**src/rtl/alu_arb_pkg.sv**
```systemverilog
// Shared definitions for the two-requester ALU arbiter/controller:
// FSM state encoding, default function-code width and the settle-counter width.
package alu_arb_pkg;

  // Default width of the ALU function code.
  localparam int FUN_W_DEF = 6;

  // Settle counter width; holds EXEC_CYCLES-1 for EXEC_CYCLES up to 15.
  localparam int CNT_W = 4;

  // Controller states.
  typedef enum logic [1:0] {
    IDLE = 2'd0,
    EXEC = 2'd1,
    RESP = 2'd2
  } state_e;

  // Select one of two values by requester id.
  function automatic logic [31:0] pick32(input logic id, input logic [31:0] v0, input logic [31:0] v1);
    return id ? v1 : v0;
  endfunction

endpackage

```
**src/rtl/alu_arb_grant.sv**
```systemverilog
// Grant selection between the two requesters.
// Default build: round-robin on ties, using a last-grant pointer that moves on acceptance.
// With ALU_ARB_FIXED_PRIO_EN defined: requester 0 always wins ties and no pointer exists.
// A lone valid requester is always granted.
module alu_arb_grant
  import alu_arb_pkg::*;
(
  input  logic clk,
  input  logic reset,
  input  logic valid0_i,
  input  logic valid1_i,
  input  logic accept_i,
  output logic gnt_id_o
);

`ifdef ALU_ARB_FIXED_PRIO_EN

  // Requester 1 only wins when requester 0 is not asking.
  assign gnt_id_o = valid1_i & ~valid0_i;

  // Clock, reset and accept have no role without a pointer.
  logic unused_ok;
  assign unused_ok = &{1'b0, clk, reset, accept_i};

`else

  logic last_q;
  logic last_d;

  // Tie goes to the requester that did not win last time; a lone requester always wins.
  always_comb begin
    gnt_id_o = valid1_i;
    if (valid0_i && valid1_i) begin
      gnt_id_o = ~last_q;
    end
  end

  // Pointer follows the requester whose request was just accepted.
  always_comb begin
    last_d = last_q;
    if (accept_i) begin
      last_d = gnt_id_o;
    end
  end

  // Pointer register; reset value makes requester 0 win the first tie.
  always_ff @(posedge clk) begin
    if (reset) begin
      last_q <= 1'b1;
    end else begin
      last_q <= last_d;
    end
  end

`endif

endmodule

```
**src/rtl/alu_arb_ctrl.sv**
```systemverilog
// Two-requester front end for a shared external ALU.
// Accepts one request at a time, holds its operands on the ALU for EXEC_CYCLES
// cycles, captures the ALU result/flags and presents them until taken.
// Optional macro ALU_ARB_FIXED_PRIO_EN selects fixed priority (requester 0) instead of round-robin.
module alu_arb_ctrl
  import alu_arb_pkg::*;
#(
  parameter int EXEC_CYCLES = 1,
  parameter int FUN_W       = FUN_W_DEF
) (
  input  logic             clk,
  input  logic             reset,
  // requester 0
  input  logic             req0_valid,
  output logic             req0_ready,
  input  logic [FUN_W-1:0] req0_fun,
  input  logic [31:0]      req0_a,
  input  logic [31:0]      req0_b,
  input  logic             req0_sign,
  // requester 1
  input  logic             req1_valid,
  output logic             req1_ready,
  input  logic [FUN_W-1:0] req1_fun,
  input  logic [31:0]      req1_a,
  input  logic [31:0]      req1_b,
  input  logic             req1_sign,
  // shared ALU
  output logic [31:0]      alu_a,
  output logic [31:0]      alu_b,
  output logic [FUN_W-1:0] alu_fun,
  output logic             alu_sign,
  input  logic [31:0]      alu_s,
  input  logic             alu_z,
  input  logic             alu_v,
  input  logic             alu_n,
  // response
  output logic             rsp_valid,
  input  logic             rsp_ready,
  output logic             rsp_id,
  output logic [31:0]      rsp_s,
  output logic             rsp_z,
  output logic             rsp_v,
  output logic             rsp_n
);

  localparam logic [CNT_W-1:0] EXEC_LOAD = CNT_W'(EXEC_CYCLES - 1);

  state_e           state_q, state_d;
  logic [CNT_W-1:0] cnt_q, cnt_d;
  logic [FUN_W-1:0] fun_q, fun_d;
  logic [31:0]      a_q, a_d;
  logic [31:0]      b_q, b_d;
  logic             sign_q, sign_d;
  logic             id_q, id_d;
  logic [31:0]      rsp_s_q, rsp_s_d;
  logic             rsp_z_q, rsp_z_d;
  logic             rsp_v_q, rsp_v_d;
  logic             rsp_n_q, rsp_n_d;

  logic             gnt_id;
  logic             accept;

  alu_arb_grant u_grant (
    .clk      (clk),
    .reset    (reset),
    .valid0_i (req0_valid),
    .valid1_i (req1_valid),
    .accept_i (accept),
    .gnt_id_o (gnt_id)
  );

  // Next-state, handshake and capture logic for the IDLE/EXEC/RESP sequence.
  always_comb begin
    state_d    = state_q;
    cnt_d      = cnt_q;
    fun_d      = fun_q;
    a_d        = a_q;
    b_d        = b_q;
    sign_d     = sign_q;
    id_d       = id_q;
    rsp_s_d    = rsp_s_q;
    rsp_z_d    = rsp_z_q;
    rsp_v_d    = rsp_v_q;
    rsp_n_d    = rsp_n_q;
    req0_ready = 1'b0;
    req1_ready = 1'b0;
    accept     = 1'b0;

    case (state_q)
      IDLE: begin
        req0_ready = req0_valid & ~gnt_id;
        req1_ready = req1_valid & gnt_id;
        accept     = (req0_valid & req0_ready) | (req1_valid & req1_ready);
        if (accept) begin
          fun_d   = gnt_id ? req1_fun : req0_fun;
          a_d     = pick32(gnt_id, req0_a, req1_a);
          b_d     = pick32(gnt_id, req0_b, req1_b);
          sign_d  = gnt_id ? req1_sign : req0_sign;
          id_d    = gnt_id;
          cnt_d   = EXEC_LOAD;
          state_d = EXEC;
        end
      end
      EXEC: begin
        if (cnt_q == '0) begin
          rsp_s_d = alu_s;
          rsp_z_d = alu_z;
          rsp_v_d = alu_v;
          rsp_n_d = alu_n;
          state_d = RESP;
        end else begin
          cnt_d = cnt_q - 1'b1;
        end
      end
      RESP: begin
        if (rsp_ready) begin
          state_d = IDLE;
        end
      end
      default: begin
        state_d = IDLE;
      end
    endcase
  end

  // State, counter, operand and response registers; reset drops any operation in flight.
  always_ff @(posedge clk) begin
    if (reset) begin
      state_q <= IDLE;
      cnt_q   <= '0;
      fun_q   <= '0;
      a_q     <= '0;
      b_q     <= '0;
      sign_q  <= 1'b0;
      id_q    <= 1'b0;
      rsp_s_q <= '0;
      rsp_z_q <= 1'b0;
      rsp_v_q <= 1'b0;
      rsp_n_q <= 1'b0;
    end else begin
      state_q <= state_d;
      cnt_q   <= cnt_d;
      fun_q   <= fun_d;
      a_q     <= a_d;
      b_q     <= b_d;
      sign_q  <= sign_d;
      id_q    <= id_d;
      rsp_s_q <= rsp_s_d;
      rsp_z_q <= rsp_z_d;
      rsp_v_q <= rsp_v_d;
      rsp_n_q <= rsp_n_d;
    end
  end

  // ALU always sees the operand registers; they only change on acceptance.
  assign alu_a     = a_q;
  assign alu_b     = b_q;
  assign alu_fun   = fun_q;
  assign alu_sign  = sign_q;

  assign rsp_valid = (state_q == RESP);
  assign rsp_id    = id_q;
  assign rsp_s     = rsp_s_q;
  assign rsp_z     = rsp_z_q;
  assign rsp_v     = rsp_v_q;
  assign rsp_n     = rsp_n_q;

endmodule

```
**config.mk**
```make
export PLATFORM = sky130hd
export DESIGN_NAME = alu_arb_ctrl
export DESIGN_NICKNAME = d
export VERILOG_FILES = /design/src/rtl/alu_arb_pkg.sv /design/src/rtl/alu_arb_grant.sv /design/src/rtl/alu_arb_ctrl.sv
export SDC_FILE = /design/constraint.sdc
export NUM_CORES = 1
export LEC_CHECK = 0
export BUFFER_PORTS_ARGS = -buffer_cell sky130_fd_sc_hd__buf_2
export CORE_AREA = 2 2 115 117
export CTS_BUF_LIST = sky130_fd_sc_hd__clkbuf_8 sky130_fd_sc_hd__clkbuf_16
export DETAILED_ROUTE_END_ITERATION = 16
export DIE_AREA = 0 0 117 119
export PLACE_DENSITY = 0.76
export REMOVE_ABC_BUFFERS = 1
export SLEW_MARGIN = 10
export SYNTH_ARGS = -nofsm -noshare
export SYNTH_HDL_FRONTEND = slang
export SYNTH_SLANG_ARGS = --single-unit
```
**constraint.sdc**
```tcl
create_clock -name clk -period 1.7 [get_ports clk]
set_input_delay 0.34 -clock clk [delete_from_list [all_inputs] [get_ports clk]]
set_output_delay 0.34 -clock clk [all_outputs]
set_load 0.03 [all_outputs]
```
Yosys cells after proc, flatten, opt, wreduce, memory -nomap -nowiden
Index checks and enable logic that the tools add are counted.
{"block": "totals", "ff_bits": 114, "latch_bits": 0, "mem_bits_rw": 0, "rom_bits": 0, "input_bits": 182, "output_inout_bits": 110, "wordCells": 49, "mem_count": 0}
{"block": "op_classes", "addsub": 1, "multipliers": 0, "div": 0, "magnitude_cmp": 0, "n_eq_ne": 6, "n_shift": 0, "mux": 15, "bitwise": 7, "n_reduce_logical": 8}
{"cell": "two-way mux 32 bit", "count": 2}
{"cell": "two-way mux 4 bit", "count": 2}
{"cell": "case mux 4 bit (2 select lines)", "count": 1}
{"cell": "two-way mux 2 bit", "count": 3}
{"cell": "two-way mux 6 bit", "count": 1}
{"cell": "!= test 2 bit, second input constant", "count": 3}
{"cell": "case mux 2 bit (3 select lines)", "count": 1}
{"cell": "AND reduction 3 bit", "count": 2}
{"cell": "two-way mux 1 bit", "count": 5}
{"cell": "bitwise AND 1 bit", "count": 4}
{"cell": "zero test 4 bit", "count": 1}
{"cell": "AND reduction 2 bit", "count": 2}
{"cell": "subtractor 4 x 1 -> 4 bit, second input constant", "count": 1}
{"cell": "equality test 2 x 1 -> 1 bit, second input constant", "count": 1}
{"cell": "equality test 2 bit, second input constant", "count": 1}
{"cell": "zero test 2 bit", "count": 1}
{"cell": "!= test 2 x 1 -> 1 bit, second input constant", "count": 1}
{"cell": "NOT 1 bit", "count": 2}
{"cell": "nonzero test 2 bit", "count": 1}
{"cell": "logical AND 1 bit", "count": 1}
{"cell": "bitwise OR 1 bit", "count": 1}

Depth between registers and ports, before layout
Gate-level depths: netlist of the first run.
{"block": "logic_depth", "depth_word": 8, "mapped_depth": 7, "depth_no_buf": 5}

Hierarchy
From an unflattened synthesis of the first run, not the netlist that was laid out.
{"block": "unflattened", "cells_unflattened": 534, "area_unflattened_um2": 5241.3}
{"mod": "alu_arb_ctrl", "n_inst": 1, "cells_per_inst": 530, "area_each_um2": 5198.7, "seq_area_each_um2": 2262.2}
{"mod": "alu_arb_grant", "n_inst": 1, "cells_per_inst": 4, "area_each_um2": 42.5, "seq_area_each_um2": 20.0}

Worst setup path after synthesis of the first run
No wires, ideal clock.
{"block": "synth_path", "path_kind": "input-to-output", "start": "input req1_valid", "end": "output req0_ready", "arrival_ps": 1189, "required_ps": 1360, "setup_slack_ps": 171, "stages": 4, "cell_sequence": "a21boi_1 -> buf_2 -> buf_2 -> nor2_1"}
{"block": "synth_via", "elab_chain_len": 5}
{"element": "start: declaration", "line_no": "alu_arb_ctrl.sv:21", "rtl": "input logic req1_valid,"}
{"element": "logical AND 1 bit", "line_no": "alu_arb_grant.sv:33", "rtl": "if (valid0_i && valid1_i) begin"}
{"element": "two-way mux 1 bit (*)", "line_no": "alu_arb_grant.sv:33"}
{"element": "NOT 1 bit (*)", "line_no": "alu_arb_ctrl.sv:91", "rtl": "req0_ready = req0_valid & ~gnt_id;"}
{"element": "bitwise AND 1 bit (*)", "line_no": "alu_arb_ctrl.sv:91"}
{"element": "two-way mux 1 bit (*)", "line_no": "alu_arb_ctrl.sv:89", "rtl": "case (state_q)"}
{"element": "end: declaration", "line_no": "alu_arb_ctrl.sv:15", "rtl": "output logic req0_ready,"}
Mark *: on every way between the ends. The rest lies on a longest branch, timed or not.

Final worst setup path of the first run
{"block": "layout_path", "start": "register u_grant.last_q", "end": "output req1_ready"}
{"block": "layout_via", "elab_chain_len": 4}
{"element": "start: declaration", "line_no": "alu_arb_grant.sv:27", "rtl": "logic last_q;"}
{"element": "start signal: assignment", "line_no": "alu_arb_grant.sv:51", "rtl": "last_q <= last_d;"}
{"element": "NOT 1 bit", "line_no": "alu_arb_grant.sv:34", "rtl": "gnt_id_o = ~last_q;"}
{"element": "two-way mux 1 bit", "line_no": "alu_arb_grant.sv:33"}
{"element": "bitwise AND 1 bit", "line_no": "alu_arb_ctrl.sv:92", "rtl": "req1_ready = req1_valid & gnt_id;"}
{"element": "two-way mux 1 bit", "line_no": "alu_arb_ctrl.sv:89"}
{"element": "end: declaration", "line_no": "alu_arb_ctrl.sv:22", "rtl": "output logic req1_ready,"}
No other way between the ends.

==> flow_metrics.py, run 1 <==
metrics = {
    "die": {
        "floorplan.initialDensity_pct": 40.8,
        "design.die.area_um2": 13900,
        "num_io_pins": 292,
        "core_rows": 42,
        "fp.coreArea_um2": 12900,
        "die_y_um": 119,
        "fp.dieW_um": 117,
    },
    "grt": {
        "first_pass_grt_wire_length_um": 26600,
        "via_count_of_the_first_global_routing_pass": 5368,
        "grt_util_all_layers_pct": 24.3,
        "grt_remaining_overflow": 0,
        "grt_antenna_before_repair": 1,
        "grt_max_degree": 73,
    },
    "sta": {
        "max_clock_skew_ns": 0.00614,
        "tightestPinTransition_ns": 0.357,
        "hold_viol": 0,
        "relSlewSlack_pct": 76.2,
        "maxSlewViolCount": 0,
        "fraction_of_the_cycle_the_final_worst_path_needs_pct": 97.0,
        "report.final.setup_viol": 0,
        "final_period_demand_of_the_worst_path_ns": 1.65,
        "fmax_ghz": 0.606,
    },
    "pwr": {
        "power.density_nw_per_um2": 1260,
        "finalPower_mw": 9.55,
        "maximum_vdd_drop_uv": 622,
        "power_leakage_nw": 3.46,
    },
    "critical_path": {
        "critical_path_peak_fanout": 4,
        "critPathArrivalTime_ns": 1.31,
        "critical-path-slowest-cell": "dfxtp_2",
        "crit_path_cell_trace": "a21boi_4 > nand2_1 > inv_1 > clkbuf_4",
        "type_of_element_capturing_the_critical_path": "primary output",
        "slowest_delay_ns": 0.35,
        "start_kind": "flop",
        "crit_type": "flop to primary output",
        "worst-endpoint-required_ns": 1.36,
    },
    "drt": {
        "drt.antenna.violating_nets": 0,
        "remaining_drc_errors": 0,
        "vias": 5692,
        "drt_wl_total_um": 17500,
        "post_drt_via_cell_ratio": 5.33,
        "detailedRoute.firstIterationViolations": 403,
        "wl_per_cell_um": 16.3,
        "dr.pass1.iters": 5,
    },
    "synth": {
        "synth_seq_area_share_pct": 43.5,
        "synth-warning-count": 0,
        "synth-adder-area-share_pct": 0.477,
        "synthArstFlopShare_pct": 0,
        "synth-compound-area-share_pct": 32.2,
        "syn-instance-count": 615,
        "synth.area.top_cells": "dfxtp_1, a311oi_2, nand2_1",
        "synthMuxAreaShare_pct": 0,
        "synth-edff-count": 0,
        "synth_simple_gate_area_share_pct": 16.6,
        "postSynth.topFlopCell": "dfxtp_1",
        "post_synthesis_mean_instance_area_um2": 8.53,
        "synth.cell_area_um2": 5250,
        "synth_xor_xnor_area_share_pct": 0,
        "post_synthesis_register_bit_count": 114,
        "netlist.top_cell.by_area": "dfxtp_1",
        "synth_top_family_by_area": "compound AO/OA/AOI/OAI gates",
        "synth_top_area_share_pct": 43.5,
        "ys_types": 36,
    },
    "clock_network": {
        "cts_max_path_buffers": 2,
        "tritoncts_num_sinks": 114,
        "cts_tree": "yes",
        "cts.hold.buffers_added": 0,
        "worst_skew_pair.late_latency_ns": 0.41,
        "ctsRootBufferMaster": "clkbuf_16",
        "h-tree-depth": 4,
        "clkSlewWorstSetupHoldPaths_ns": 0.05,
        "cts_inserted_buffers": 17,
    },
    "place": {
        "io_buffer_count": 291,
        "hpwlAfterDp_um": 11800,
        "dp_cells": 1033,
        "gpl.final_weighted_congestion": 0.834,
    },
    "hold_path": {
        "hold_path_class": "input port to flop",
    },
    "layout": {
        "multiInputGateArea_um2": 2610,
        "num-nets-final": 1063,
        "antennaDiodeCount": 0,
        "n_fill_cell": 1130,
        "syn_to_final_growth_pct": 43.9,
        "fraction_of_final_layout_cells_with_drive_strength_greater_than_1_pct": 44.4,
        "layoutNonFillerInstCount": 1068,
        "seq_area_um2": 2280,
        "finalCoreUtilization_pct": 58.7,
    },
    "run_status": {
        "run_status": "completed",
    },
    "flow_run": {
        "max_cap_violations": 0,
    },
}
==> cells by family after synthesis <==
kind of cell / count (synthesis)
compound gates: 226
flops: 114
buf+inv: 72
simple gates: 201
fa+ha+maj: 2
==> layer usage <==
metal  track usage, %  wire (um)  vias up
met5                0          7        -
met4             10.7        447        2
met3             8.30       1580       29
met2             39.8       8460      258
met1             28.5       6960     2645
li1                 -          -     2758
==> synth_stat cells (4+ instances only) <==
master,instances
a21oi_1,108
a311oi_1,31
a311oi_2,40
buf_2,32
buf_4,5
buf_6,4
clkbuf_1,24
dfxtp_1,114
inv_1,4
nand2_1,146
nand3_1,36
nor2b_1,5
o21ai_1,35
==> where the power goes <==
part / internal (mW) / switching (mW)
registers: 3.00 / 0.165
logic: 0.879 / 1.63
clock network: 2.63 / 1.24
==> metrics by stage <==
stage	hold WS (ns)	setup TNS, ns	area, um^2	setup slack (ns)
after detailed placement	0.470	0	6870	0.109
after CTS	0.166	0	7540	0.000384
after floorplan	0.408	-141.84	4890	-2.20
after global placement	0.461	0	6870	0.215
after global routing	0.172	-0.00389	7550	-0.00387
final	0.182	0	7550	0.0510
==> critical path: cells and delay by family (launching register included) <==
kind	cells	cell delay (ns)
compound gates	1	0.19
buf+inv	2	0.25
flops	1	0.35
simple gates	1	0.11
==> cells in the final DEF (no fill, tap or decap), types with 11 or more instances in the layout <==
cell / count
buf_2: 288
nand2_1: 146
dfxtp_1: 112
a21oi_1: 108
a311oi_2: 40
nand3_1: 36
o21ai_1: 35
a311oi_1: 31
clkbuf_16: 17
buf_12: 12
buf_4: 11
==> sequential cells by signal, summed over array words and instances, names as in the netlist <==
name / count
alu_a: 32
alu_b: 32
rsp_s: 32
alu_fun: 6
cnt_q: 4
state_q: 2
alu_sign: 1
rsp_id: 1
rsp_n: 1
rsp_v: 1
rsp_z: 1
u_grant.last_q: 1
==> what timing repair did <==
item / in CTS / in global routing
buffers inserted: 3 / 0
gates resized for setup: 1 / 5
gates cloned: 0 / 0
pin swaps: 2 / 1
setup endpoints to repair: 2 / 5
==> path summary, 6_finish.rpt <==
kind	start	end	slack [ns]	cells past startpoint
worst max-delay path	u_grant.last_q$_SDFFE_PP1P_	req1_ready	0.05	4
worst min-delay path	alu_s[3]	rsp_s[3]$_SDFFE_PP0P_	0.18	3
worst max register to register	cnt_q[0]$_SDFFE_PP0P_	rsp_s[21]$_SDFFE_PP0P_	0.10	6
worst min register to register	rsp_s[12]$_SDFFE_PP0P_	rsp_s[12]$_SDFFE_PP0P_	0.48	2
==> area by class of cell <==
class,count,area share [%]
inverters,5,0.249
flip-flops and latches,114,30.3
repair buffers,312,23.5
well taps,176,2.92
multi-input cells,429,34.5
clock buffers,22,6.54
clock inverters,10,2.04
Power figures use the tool's default switching activity.
==> run 2: changes to the inputs <==
--- a/config.mk
+++ b/config.mk
@@ -7,7 +7,7 @@
 export LEC_CHECK = 0
 export BUFFER_PORTS_ARGS = -buffer_cell sky130_fd_sc_hd__buf_2
 export CORE_AREA = 2 2 115 117
-export CTS_BUF_LIST = sky130_fd_sc_hd__clkbuf_8 sky130_fd_sc_hd__clkbuf_16
+export CTS_BUF_LIST = sky130_fd_sc_hd__clkbuf_8
 export DETAILED_ROUTE_END_ITERATION = 16
 export DIE_AREA = 0 0 117 119
 export PLACE_DENSITY = 0.76
==> run 2 against run 1 <==
Compared with the run above:
- largest cell class unchanged
- maximum frequency rose by 0.97%
- global-route usage fell by 0.26 points
- utilization fell by 1.4 points
- register-to-register slack barely moved
==> flow_metrics.py, run 2 (synthesized netlist as in run 1, its figures left out) <==
metrics = {
    "die": {
        "design.die.area_um2": 13900,
        "die_y_um": 119,
        "fp.dieW_um": 117,
        "core_rows": 42,
        "fp.coreArea_um2": 12900,
        "floorplan.initialDensity_pct": 40.8,
        "num_io_pins": 292,
    },
    "sta": {
        "maxSlewViolCount": 0,
        "fraction_of_the_cycle_the_final_worst_path_needs_pct": 96.1,
        "tightestPinTransition_ns": 0.357,
        "max_clock_skew_ns": 0.00675,
        "report.final.setup_viol": 0,
        "layout_setup_ws_ns": 0.0668,
        "grt_setup_unrepaired": "yes",
        "final_period_demand_of_the_worst_path_ns": 1.63,
        "relSlewSlack_pct": 76.2,
        "hold_viol": 0,
        "fmax_ghz": 0.612,
    },
    "clock_network": {
        "ctsRootBufferMaster": "clkbuf_8",
        "cts_inserted_buffers": 17,
        "cts_max_path_buffers": 2,
        "cts_tree": "yes",
        "clkSlewWorstSetupHoldPaths_ns": 0.07,
        "worst_skew_pair.late_latency_ns": 0.43,
        "h-tree-depth": 4,
        "cts.hold.buffers_added": 0,
        "tritoncts_num_sinks": 114,
    },
    "layout": {
        "final_common_cell": "buf_2",
        "syn_to_final_growth_pct": 40.5,
        "finalCoreUtilization_pct": 57.3,
        "num-nets-final": 1063,
        "layoutNonFillerInstCount": 1068,
        "most-common-layout-cells": "buf_2, nand2_1, dfxtp_1",
        "n_fill_cell": 1162,
        "antennaDiodeCount": 0,
        "fraction_of_final_layout_cells_with_drive_strength_greater_than_1_pct": 44.8,
    },
    "hold_path": {
        "min_from": "alu_s[12]",
        "hold_path_class": "input port to flop",
    },
    "critical_path": {
        "timing.rr.start": "cnt_q[0]$_SDFFE_PP0P_",
        "reg2reg_slack_ns": 0.11,
        "crit_type": "flop to primary output",
        "critical_path_peak_fanout": 5,
        "worst-endpoint-required_ns": 1.36,
        "timing.critical_path.buf_inv": 1,
        "cpLargestDelayFamily": "simple AND/OR/NAND/NOR gates",
        "type_of_element_capturing_the_critical_path": "primary output",
        "start_kind": "flop",
        "critPathArrivalTime_ns": 1.29,
        "crit_path_cell_trace": "nor2_4 > nand2_2 > nor2_2 > buf_6",
        "slowest_delay_ns": 0.35,
        "critical-path-slowest-cell": "dfxtp_2",
        "timing.critical_path.from": "state_q[1]$_SDFFE_PP0P_",
    },
    "grt": {
        "via_count_of_the_first_global_routing_pass": 5344,
        "first_pass_grt_wire_length_um": 26300,
        "grt_antenna_before_repair": 1,
        "grt_max_degree": 73,
        "grt_remaining_overflow": 0,
        "grt_util_all_layers_pct": 24.1,
    },
    "drt": {
        "wl_per_cell_um": 16.2,
        "post_drt_via_cell_ratio": 5.33,
        "drt_wl_total_um": 17300,
        "dr.pass1.iters": 5,
        "vias": 5690,
        "remaining_drc_errors": 0,
        "drt.antenna.violating_nets": 0,
        "detailedRoute.firstIterationViolations": 388,
    },
    "flow_run": {
        "max_cap_violations": 0,
    },
    "pwr": {
        "power.density_nw_per_um2": 1160,
        "power_leakage_nw": 3.37,
        "maximum_vdd_drop_uv": 660,
    },
    "place": {
        "gpl.final_weighted_congestion": 0.834,
        "io_buffer_count": 291,
        "dp_slack_ns": 0.109,
        "hpwlAfterDp_um": 11800,
        "dp_cells": 1033,
    },
    "run_status": {
        "run_status": "completed",
    },
}
## run 2: cell types whose count changed in the layout (fill, tap and decap cells not counted), moves of 2 or more
| cell | delta |
|---|---|
| clkbuf_16 | -17 |
| clkbuf_8 | +17 |
| nand2_1 | -2 |
| nand2_2 | +2 |
## run 2: path summary, 6_finish.rpt
kind,to,cells after the start
worst max-delay path,req0_ready,4
worst min-delay path,rsp_s[12]$_SDFFE_PP0P_,3
worst max register to register,rsp_s[21]$_SDFFE_PP0P_,6
worst min register to register,rsp_s[12]$_SDFFE_PP0P_,2
## run 2: layout make-up
class                      count  area [um^2]  area share [%]
clock buffer                  22          303            4.11
clock inverter                10          154            2.09
inverter                       5         18.8           0.255
multi-input combinational    429         2620            35.5
sequential                   114         2290            31.0
tap                          176          220            2.99
timing repair buffer         312         1780            24.1
## run 2: per-layer routing
layer  global-route usage (%)  up-vias  routed length, um  part of all wire (%)
li1                         -     2758                  -                     -
met1                     28.1     2633               6880                    40
met2                     39.5      260               8320                    48
met3                     8.45       37               1580                   9.2
met4                     10.2        2                476                   2.8
met5                        0        -                  7                 0.041
## run 2: repair_timing
action | CTS | global route
pin swaps | 2 | 1
buffers inserted | 3 | 0
gates resized for setup | 3 | 8
setup endpoints to repair | 2 | 4
## run 2: where the power goes
group / total [mW] / switching, mW / internal (mW)
clock: 2.89 / 1.10 / 1.78
sequential: 3.16 / 0.164 / 3.00
combinational: 2.51 / 1.63 / 0.882
total: 8.56 / 2.90 / 5.66
## run 2: worst reg2reg max path: cells and delay by family, from the launching register on
family	cells	cell delay [ns]
adders and majority gates	1	0.20
AOI/OAI and AO/OA	2	0.27
DFF	1	0.32
and+or+nand+nor	1	0.39
buffers and inverters	2	0.29
## run 2: metrics by stage
stage | setup TNS [ns] | area, um^2 | power (mW) | hold WS (ns)
finish | 0 | 7370 | 8.56 | 0.160
global route | -0.0111 | 7370 | 8.98 | 0.132
CTS | -0.0122 | 7350 | 8.61 | 0.126
detailed placement | 0 | 6870 | 5.70 | 0.470
global placement | 0 | 6870 | 5.68 | 0.461
floorplan | -141.84 | 4890 | 4.74 | 0.408
